<file path="src/rtl/i2c_bus_arbiter.sv">
// i2c_bus_arbiter: round-robin owner selection for one shared I2C bus.
// A grant watchdog sets a sticky per-client flag and masks the offender.
// A guaranteed SCL-high gap separates owners.
// Only the granted client's pull-downs reach the pad.
module i2c_bus_arbiter #(
    parameter int N_CLIENTS      = 2,
    parameter int GAP_CYCLES     = 64,
    parameter int TIMEOUT_CYCLES = 1000000,
    parameter int OWNER_W        = 4
) (
    input  logic                 ipClk,
    input  logic                 ipReset,
    input  logic [N_CLIENTS-1:0] ipRequest,
    output logic [N_CLIENTS-1:0] opGrant,
    input  logic [N_CLIENTS-1:0] ipClientSClk,
    input  logic [N_CLIENTS-1:0] ipClientData,
    output logic                 opI2C_SClk,
    output logic                 opI2C_Data,
    input  logic                 ipI2C_SClk,
    output logic [OWNER_W-1:0]   opOwner,
    output logic                 opBusy,
    output logic [N_CLIENTS-1:0] opTimeout,
    input  logic [N_CLIENTS-1:0] ipClearTimeout
);

    // Counters only ever need to reach their terminal value (LIMIT-1) and then saturate.
    localparam int TW = (TIMEOUT_CYCLES > 1) ? $clog2(TIMEOUT_CYCLES) : 1;
    localparam int GW = (GAP_CYCLES > 1) ? $clog2(GAP_CYCLES) : 1;

    localparam logic [1:0] S_IDLE  = 2'd0;
    localparam logic [1:0] S_GRANT = 2'd1;
    localparam logic [1:0] S_GAP   = 2'd2;

    localparam logic [N_CLIENTS-1:0] ONE    = N_CLIENTS'(1);
    localparam logic [TW-1:0]        T_LAST = TW'(TIMEOUT_CYCLES - 1);
    localparam logic [GW-1:0]        G_LAST = GW'(GAP_CYCLES - 1);

    logic [1:0]           r_state;
    logic [N_CLIENTS-1:0] r_grant;
    logic [OWNER_W-1:0]   r_owner;
    logic [OWNER_W-1:0]   r_ptr;
    logic [N_CLIENTS-1:0] r_mask;
    logic [N_CLIENTS-1:0] r_timeout;
    logic [TW-1:0]        r_wdog;
    logic [GW-1:0]        r_gap;
    logic                 r_scl;
    logic                 r_sda;

    logic [1:0]           w_state_nxt;
    logic [N_CLIENTS-1:0] w_grant_nxt;
    logic [OWNER_W-1:0]   w_owner_nxt;
    logic [OWNER_W-1:0]   w_ptr_nxt;
    logic [TW-1:0]        w_wdog_nxt;
    logic [GW-1:0]        w_gap_nxt;
    logic [N_CLIENTS-1:0] w_to_set;
    logic [N_CLIENTS-1:0] w_elig;
    logic                 w_any;
    logic [OWNER_W-1:0]   w_sel;
    logic                 w_req_own;
    logic                 w_scl_nxt;
    logic                 w_sda_nxt;

    // Select bit i of a client vector without a narrow-index part-select.
    function automatic logic f_bit(input logic [N_CLIENTS-1:0] v, input logic [OWNER_W-1:0] i);
        return |(v & (ONE << i));
    endfunction

    // First eligible client searching upward from ptr+1, wrapping around.
    function automatic logic [OWNER_W-1:0] f_pick(input logic [N_CLIENTS-1:0] elig,
                                                  input logic [OWNER_W-1:0]   ptr);
        logic [OWNER_W-1:0] sel;
        logic               found;
        int                 idx;
        sel   = '0;
        found = 1'b0;
        for (int k = 1; k <= N_CLIENTS; k++) begin
            idx = (int'(ptr) + k) % N_CLIENTS;
            if (!found && ((elig & (ONE << idx)) != '0)) begin
                sel   = OWNER_W'(idx);
                found = 1'b1;
            end
        end
        return sel;
    endfunction

    function automatic logic [TW-1:0] f_sat_inc_t(input logic [TW-1:0] v);
        return (v == {TW{1'b1}}) ? v : v + TW'(1);
    endfunction

    function automatic logic [GW-1:0] f_sat_inc_g(input logic [GW-1:0] v);
        return (v == {GW{1'b1}}) ? v : v + GW'(1);
    endfunction

    assign w_elig    = ipRequest & ~r_mask;
    assign w_any     = |w_elig;
    assign w_sel     = f_pick(w_elig, r_ptr);
    assign w_req_own = f_bit(ipRequest, r_owner);

    // Next-state, grant, watchdog and gap-counter decisions.
    always_comb begin
        w_state_nxt = r_state;
        w_grant_nxt = r_grant;
        w_owner_nxt = r_owner;
        w_ptr_nxt   = r_ptr;
        w_wdog_nxt  = r_wdog;
        w_gap_nxt   = r_gap;
        w_to_set    = '0;
        case (r_state)
            S_IDLE: begin
                if (w_any) begin
                    w_grant_nxt = ONE << w_sel;
                    w_owner_nxt = w_sel;
                    w_ptr_nxt   = w_sel;
                    w_wdog_nxt  = '0;
                    w_state_nxt = S_GRANT;
                end
            end
            S_GRANT: begin
                // A request drop on the same cycle as expiry is a clean release.
                if (!w_req_own) begin
                    w_grant_nxt = '0;
                    w_gap_nxt   = '0;
                    w_state_nxt = S_GAP;
                end else if ((TIMEOUT_CYCLES != 0) && (r_wdog == T_LAST)) begin
                    w_grant_nxt = '0;
                    w_to_set    = ONE << r_owner;
                    w_gap_nxt   = '0;
                    w_state_nxt = S_GAP;
                end else begin
                    w_wdog_nxt  = f_sat_inc_t(r_wdog);
                end
            end
            S_GAP: begin
                // Any low SCL (stretching, stuck slave) restarts the quiet period.
                if (!ipI2C_SClk) begin
                    w_gap_nxt = '0;
                end else if (r_gap == G_LAST) begin
                    w_state_nxt = S_IDLE;
                end else begin
                    w_gap_nxt = f_sat_inc_g(r_gap);
                end
            end
            default: begin
                w_grant_nxt = '0;
                w_state_nxt = S_IDLE;
            end
        endcase
    end

    // Gate against the next grant so the pad is released on the revoke edge itself.
    assign w_scl_nxt = f_bit(ipClientSClk, w_owner_nxt) & f_bit(w_grant_nxt, w_owner_nxt);
    assign w_sda_nxt = f_bit(ipClientData, w_owner_nxt) & f_bit(w_grant_nxt, w_owner_nxt);

    // State, grant, flags and registered pad drives.
    always_ff @(posedge ipClk) begin
        if (ipReset) begin
            r_state   <= S_IDLE;
            r_grant   <= '0;
            r_owner   <= '0;
            r_ptr     <= OWNER_W'(N_CLIENTS - 1);
            r_mask    <= '0;
            r_timeout <= '0;
            r_wdog    <= '0;
            r_gap     <= '0;
            r_scl     <= 1'b0;
            r_sda     <= 1'b0;
        end else begin
            r_state   <= w_state_nxt;
            r_grant   <= w_grant_nxt;
            r_owner   <= w_owner_nxt;
            r_ptr     <= w_ptr_nxt;
            r_mask    <= (r_mask & ipRequest) | w_to_set;
            r_timeout <= (r_timeout & ~ipClearTimeout) | w_to_set;
            r_wdog    <= w_wdog_nxt;
            r_gap     <= w_gap_nxt;
            r_scl     <= w_scl_nxt;
            r_sda     <= w_sda_nxt;
        end
    end

    assign opGrant    = r_grant;
    assign opOwner    = r_owner;
    assign opBusy     = (r_state != S_IDLE);
    assign opTimeout  = r_timeout;
    assign opI2C_SClk = r_scl;
    assign opI2C_Data = r_sda;

endmodule
</file>
<file path="config.mk">
export PLATFORM = sky130hd
export DESIGN_NAME = i2c_bus_arbiter
export DESIGN_NICKNAME = d
export VERILOG_FILES = /design/src/rtl/i2c_bus_arbiter.sv
export SDC_FILE = /design/constraint.sdc
export NUM_CORES = 1
export LEC_CHECK = 0
export ABC_AREA = 0
export BUFFER_PORTS_ARGS = -buffer_cell sky130_fd_sc_hd__buf_2
export CAP_MARGIN = 15
export CORE_MARGIN = 3
export CORE_UTILIZATION = 30
export CTS_BUF_LIST = sky130_fd_sc_hd__clkbuf_8
export CTS_CLUSTER_SIZE = 24
export DETAILED_ROUTE_END_ITERATION = 6
export GPL_TIMING_DRIVEN = 0
export PLACE_DENSITY = 0.54
export SYNTH_ARGS = -nofsm -noshare
export SYNTH_HDL_FRONTEND = slang
export SYNTH_SLANG_ARGS = --single-unit
</file>
<file path="constraint.sdc">
create_clock -name ipClk -period 2.2 [get_ports ipClk]
set_input_delay 0.44 -clock ipClk [delete_from_list [all_inputs] [get_ports ipClk]]
set_output_delay 0.44 -clock ipClk [all_outputs]
set_load 0.01 [all_outputs]
</file>
==> results.md <==
Synth:
- After synthesis, the most frequently instantiated cells are sky130_fd_sc_hd__dfxtp_1 (41), sky130_fd_sc_hd__a21oi_1 (22), sky130_fd_sc_hd__nand2_1 (22), sky130_fd_sc_hd__nor2_1 (22), sky130_fd_sc_hd__nand3_1 (16).
- The number of synthesis warnings is 0.
- The most used flip-flop cell after synthesis is sky130_fd_sc_hd__dfxtp_1.
- The synthesized netlist contains 54 unique library cells.
- The total nets after synthesis is 266.
- The cell count after synthesis came out at 253.
- The synthesized design spends more area on one cell type than any other, namely sky130_fd_sc_hd__dfxtp_1.
- After synthesis, the share of flip-flops with an asynchronous set or reset is 0%.
- The dominant cell by count in the synthesized netlist is sky130_fd_sc_hd__dfxtp_1.
- The sequential element share of the synthesized area is 38.1%.
- After synthesis the netlist holds a flip-flop and latch count of 41.
- The mapped cell area is 2160 sq um.
- The number of enable flip-flop cells after synthesis is 0.
- The share of synthesized area in the top cell type comes to 38.1%.
- The synthesized area per cell is 8.52 sq um.
- After synthesis, the cell types taking the most area are sky130_fd_sc_hd__dfxtp_1 (38%), sky130_fd_sc_hd__a21oi_1 (5.1%), sky130_fd_sc_hd__or4_1 (4.2%).

Power:
- For this design the ratio of total power to cell area is 631 nW/um^2.
- Across the VDD grid, the largest voltage drop is 0.310 mV.
- The leakage dissipation is 0.830 nW.

Route:
- Summed over all layers, the routed wires come to 5320 um.
- The per-cell via count in the routed design is 5.32.
- The average wire length per cell after detail routing is 14.1 um.
- The DRC marker count from the first detailed-route iteration is 127.
- The detailed router placed 2010 vias in this run.
- For this run, the detailed router's first-pass iteration total came to 4.
- The number of remaining DRC errors is 0.
- The number of nets with antenna violations after routing is 0.

Timing:
- Measured against its own limit, the worst slew margin works out to 63.9%.
- The final-report max-slew violation count is 0.
- Counting I/O delays and the setup requirement, the final critical path takes 2.00 ns.
- Setup violations remaining at the end of the flow were counted as 0.
- Setup repair after global routing left no endpoint under its margin.
- For the final database, setup skew stands at about 0.012 ns.
- Final hold analysis gives a worst-case slack of 0.345 ns.
- In the finished design, the share of the clock period the worst path needs comes to 91.1%.
- The number of endpoints with negative hold slack in the final report was 0.
- The maximum frequency from static timing analysis is 499 MHz.
- After routing, the total negative slack on setup checks comes to 0 ns.
- At the pin with the least slew margin, the transition time is 0.541 ns.

Floorplanning:
- The width of the die is 90.8 um.
- The initial core utilization is between 30% and 40%.
- The y dimension of the die is 90.8 um.
- The row count is 30.
- The number of top-level pins is 22.
- The die outline area is 8240 sq um.
- The area inside the core boundary is roughly 6900 sq um.

Min path:
- In this run the most critical hold path is launched from ipClearTimeout[1].
- The kind of path behind the tightest hold check is in -> reg.
- The number of cells on the worst hold path is 2.
- The path with the worst hold slack has its endpoint at opTimeout[1].

Final layout:
- Once layout is complete, the utilization of the core stands at between 30% and 40%.
- The area growth from synthesis to layout is 16.4%.
- In the final design database the tool counted around 300 nets.
- The post-layout instance count excluding filler cells is 378.
- The count of antenna diodes in the layout is 0.
- After routing the design area is around 2500 sq um.
- The proportion of layout cells with a drive suffix above 1 is 17.4%.

Place:
- The number of instances in the placed design is 370.
- Detailed placement ended at an HPWL of slightly below 4000 um.
- Buffers placed on the I/O ports in this run total 21.
- At the end of routability-driven placement, the weighted congestion stood at 0.853.
- The placed instances occupy a cell area of 2380 sq um.

Critical path:
- The slowest stage of the critical path is the sky130_fd_sc_hd__dfxtp_1 cell.
- The arrival time at the worst endpoint is about 2.2 ns.
- The maximum single-stage delay on the critical path is slightly below 0.4 ns.
- The worst setup path is launched from a flop.
- The worst endpoint required time is 2.41 ns.
- The worst setup path is captured at a flop.
- Among cell families on the critical path, the largest total delay comes from compound AO/OA/AOI/OAI gates.
- In this run the critical register-to-register path is launched from r_wdog[1].
- Walking the worst path, the cells encountered are ha_1 > and2_1 > nand4_4 > o21ai_2 > clkbuf_4 > buf_4 > o211ai_2 > a21oi_1.
- The critical path contains buffers and inverters numbering 2 combined.
- The capturing point of the worst reg2reg path is r_wdog[1].
- The worst reg-to-reg setup slack is 0.20 ns.
- The worst setup path is of the reg -> reg kind.
- The peak fanout along the critical path is 10.
- The depth of the most critical reg-to-reg path is 8.

CTS:
- The clock slew seen by the registers of the worst setup and hold paths is around 0.080 ns.
- The number of buffers created by CTS is 5.
- For the worst-skew pair, the clock arrives at the later sink with an insertion delay of 0.29 ns.
- The buffer levels on the longest clock path is 2.
- In this run the clock root is driven by a sky130_fd_sc_hd__clkbuf_8.
- In this run, post-CTS hold repair placed 0 buffers.
- The depth of the CTS H-tree is 2.
- TritonCTS built the clock tree.
- Clock tree synthesis found a total of 41 sinks.

GRT:
- The first global-routing pass estimated 9270 um of wire.
- The total overflow left after global routing is 0.
- The number of antenna violations at the first check in global routing is 0.
- The largest net degree at the start of global routing is 13.
- Global routing consumed, over all layers together, 13.5% of the routing resources.
- The via count of the first global-routing pass is ~2000.

Status:
- The flow ran to the end, and the final reports show no timing, DRC or antenna violations.

Job:
- The number of max-cap violations is 0.
[kinds of logic after synthesis]
kind of cell	count (synthesis)	share of synthesized area [%]
flip-flops	41	38.1
XOR/XNOR	2	0.813
buffers and inverters	14	3.77
AND/OR/NAND/NOR	123	33.1
multiplexers	3	1.62
adder cells (fa/ha/maj)	2	1.16
AO/OA/AOI/OAI	68	21.4
[worst max path at each step]
stage               from    endpoint  slack [ns]  cells past startpoint
2_1_floorplan  r_wdog[0]  r_wdog[13]        0.44                      7
3_3_place_gp   r_wdog[1]   r_wdog[1]        0.14                      8
3_5_place_dp   r_wdog[1]   r_wdog[1]        0.14                      8
4_1_cts        r_wdog[1]   r_wdog[1]        0.12                      8
5_1_grt        r_wdog[7]   r_wdog[1]        0.04                      7
6_report       r_wdog[1]   r_wdog[1]        0.20                      8
[through the flow]
step	total power, mW	setup WS, ns
after floorplan	0.912	0.438
after global placement	0.978	0.144
after detailed placement	0.977	0.137
after CTS	1.62	0.118
after global routing	1.65	0.0358
final	1.58	0.196
[final cells by class]
| class | count | area [sq um] |
|---|---|---|
| fill | 699 | 4360 |
| multi-input combinational | 198 | 1260 |
| sequential | 41 | 821 |
| tap | 96 | 120 |
| timing repair buffer | 21 | 105 |
| clock buffer | 6 | 82.6 |
| buffer | 9 | 65.1 |
| clock inverter | 2 | 33.8 |
| inverter | 5 | 18.8 |
[layout by cell type (no fill, tap or decap), types with 3 or more instances in the layout]
cell	instances
sky130_fd_sc_hd__o21ai_0	5
sky130_fd_sc_hd__nor2b_1	3
sky130_fd_sc_hd__o31ai_1	9
sky130_fd_sc_hd__and2_1	5
sky130_fd_sc_hd__inv_1	6
sky130_fd_sc_hd__o211ai_1	4
sky130_fd_sc_hd__o21a_1	4
sky130_fd_sc_hd__dfxtp_1	41
sky130_fd_sc_hd__nor2_1	22
sky130_fd_sc_hd__nand2_1	22
sky130_fd_sc_hd__nand2b_1	5
sky130_fd_sc_hd__nor4_1	4
sky130_fd_sc_hd__and3_1	3
sky130_fd_sc_hd__or4_1	12
sky130_fd_sc_hd__a211o_1	3
sky130_fd_sc_hd__nand3_1	16
sky130_fd_sc_hd__a21oi_1	22
sky130_fd_sc_hd__buf_2	22
sky130_fd_sc_hd__a311oi_1	3
sky130_fd_sc_hd__clkbuf_8	6
sky130_fd_sc_hd__nand4_1	7
sky130_fd_sc_hd__or2_2	3
sky130_fd_sc_hd__buf_6	3
sky130_fd_sc_hd__clkbuf_1	3
sky130_fd_sc_hd__or3_1	7
[worst reg2reg max path, delay by kind of cell (launching register included)]
| family | cells | cell delay [ns] |
|---|---|---|
| buffers and inverters | 2 | 0.43 |
| flip-flops | 1 | 0.39 |
| adder cells (fa/ha/maj) | 1 | 0.25 |
| AND/OR/NAND/NOR | 2 | 0.43 |
| AO/OA/AOI/OAI | 3 | 0.44 |
[timing repair]
action,in CTS,in global routing
setup endpoints to repair,0,3
resized for setup,0,2
buffers inserted,0,0
[routing by layer]
layer | vias up | GRT usage (%) | share of wire [%]
met5 | - | 0 | 0
met2 | 46 | 22.4 | 46
li1 | 1010 | - | -
met3 | 8 | 2.25 | 3.7
met1 | 946 | 17.7 | 48
met4 | 0 | 4.90 | 1.7
[state kept, by name, summed over array words and instances (netlist names)]
signal      count
r_mask          2
opI2C_Data      1
r_wdog         20
r_state         2
opI2C_SClk      1
r_gap           6
opGrant         2
opOwner         4
opTimeout       2
r_ptr           1
[report_power, final]
part / internal, mW / total [mW] / switching (mW)
logic: 0.0701 / 0.183 / 0.113
registers: 0.758 / 0.776 / 0.0180
clock network: 0.366 / 0.625 / 0.259
Note: power is estimated with default switching activity, not from simulation.
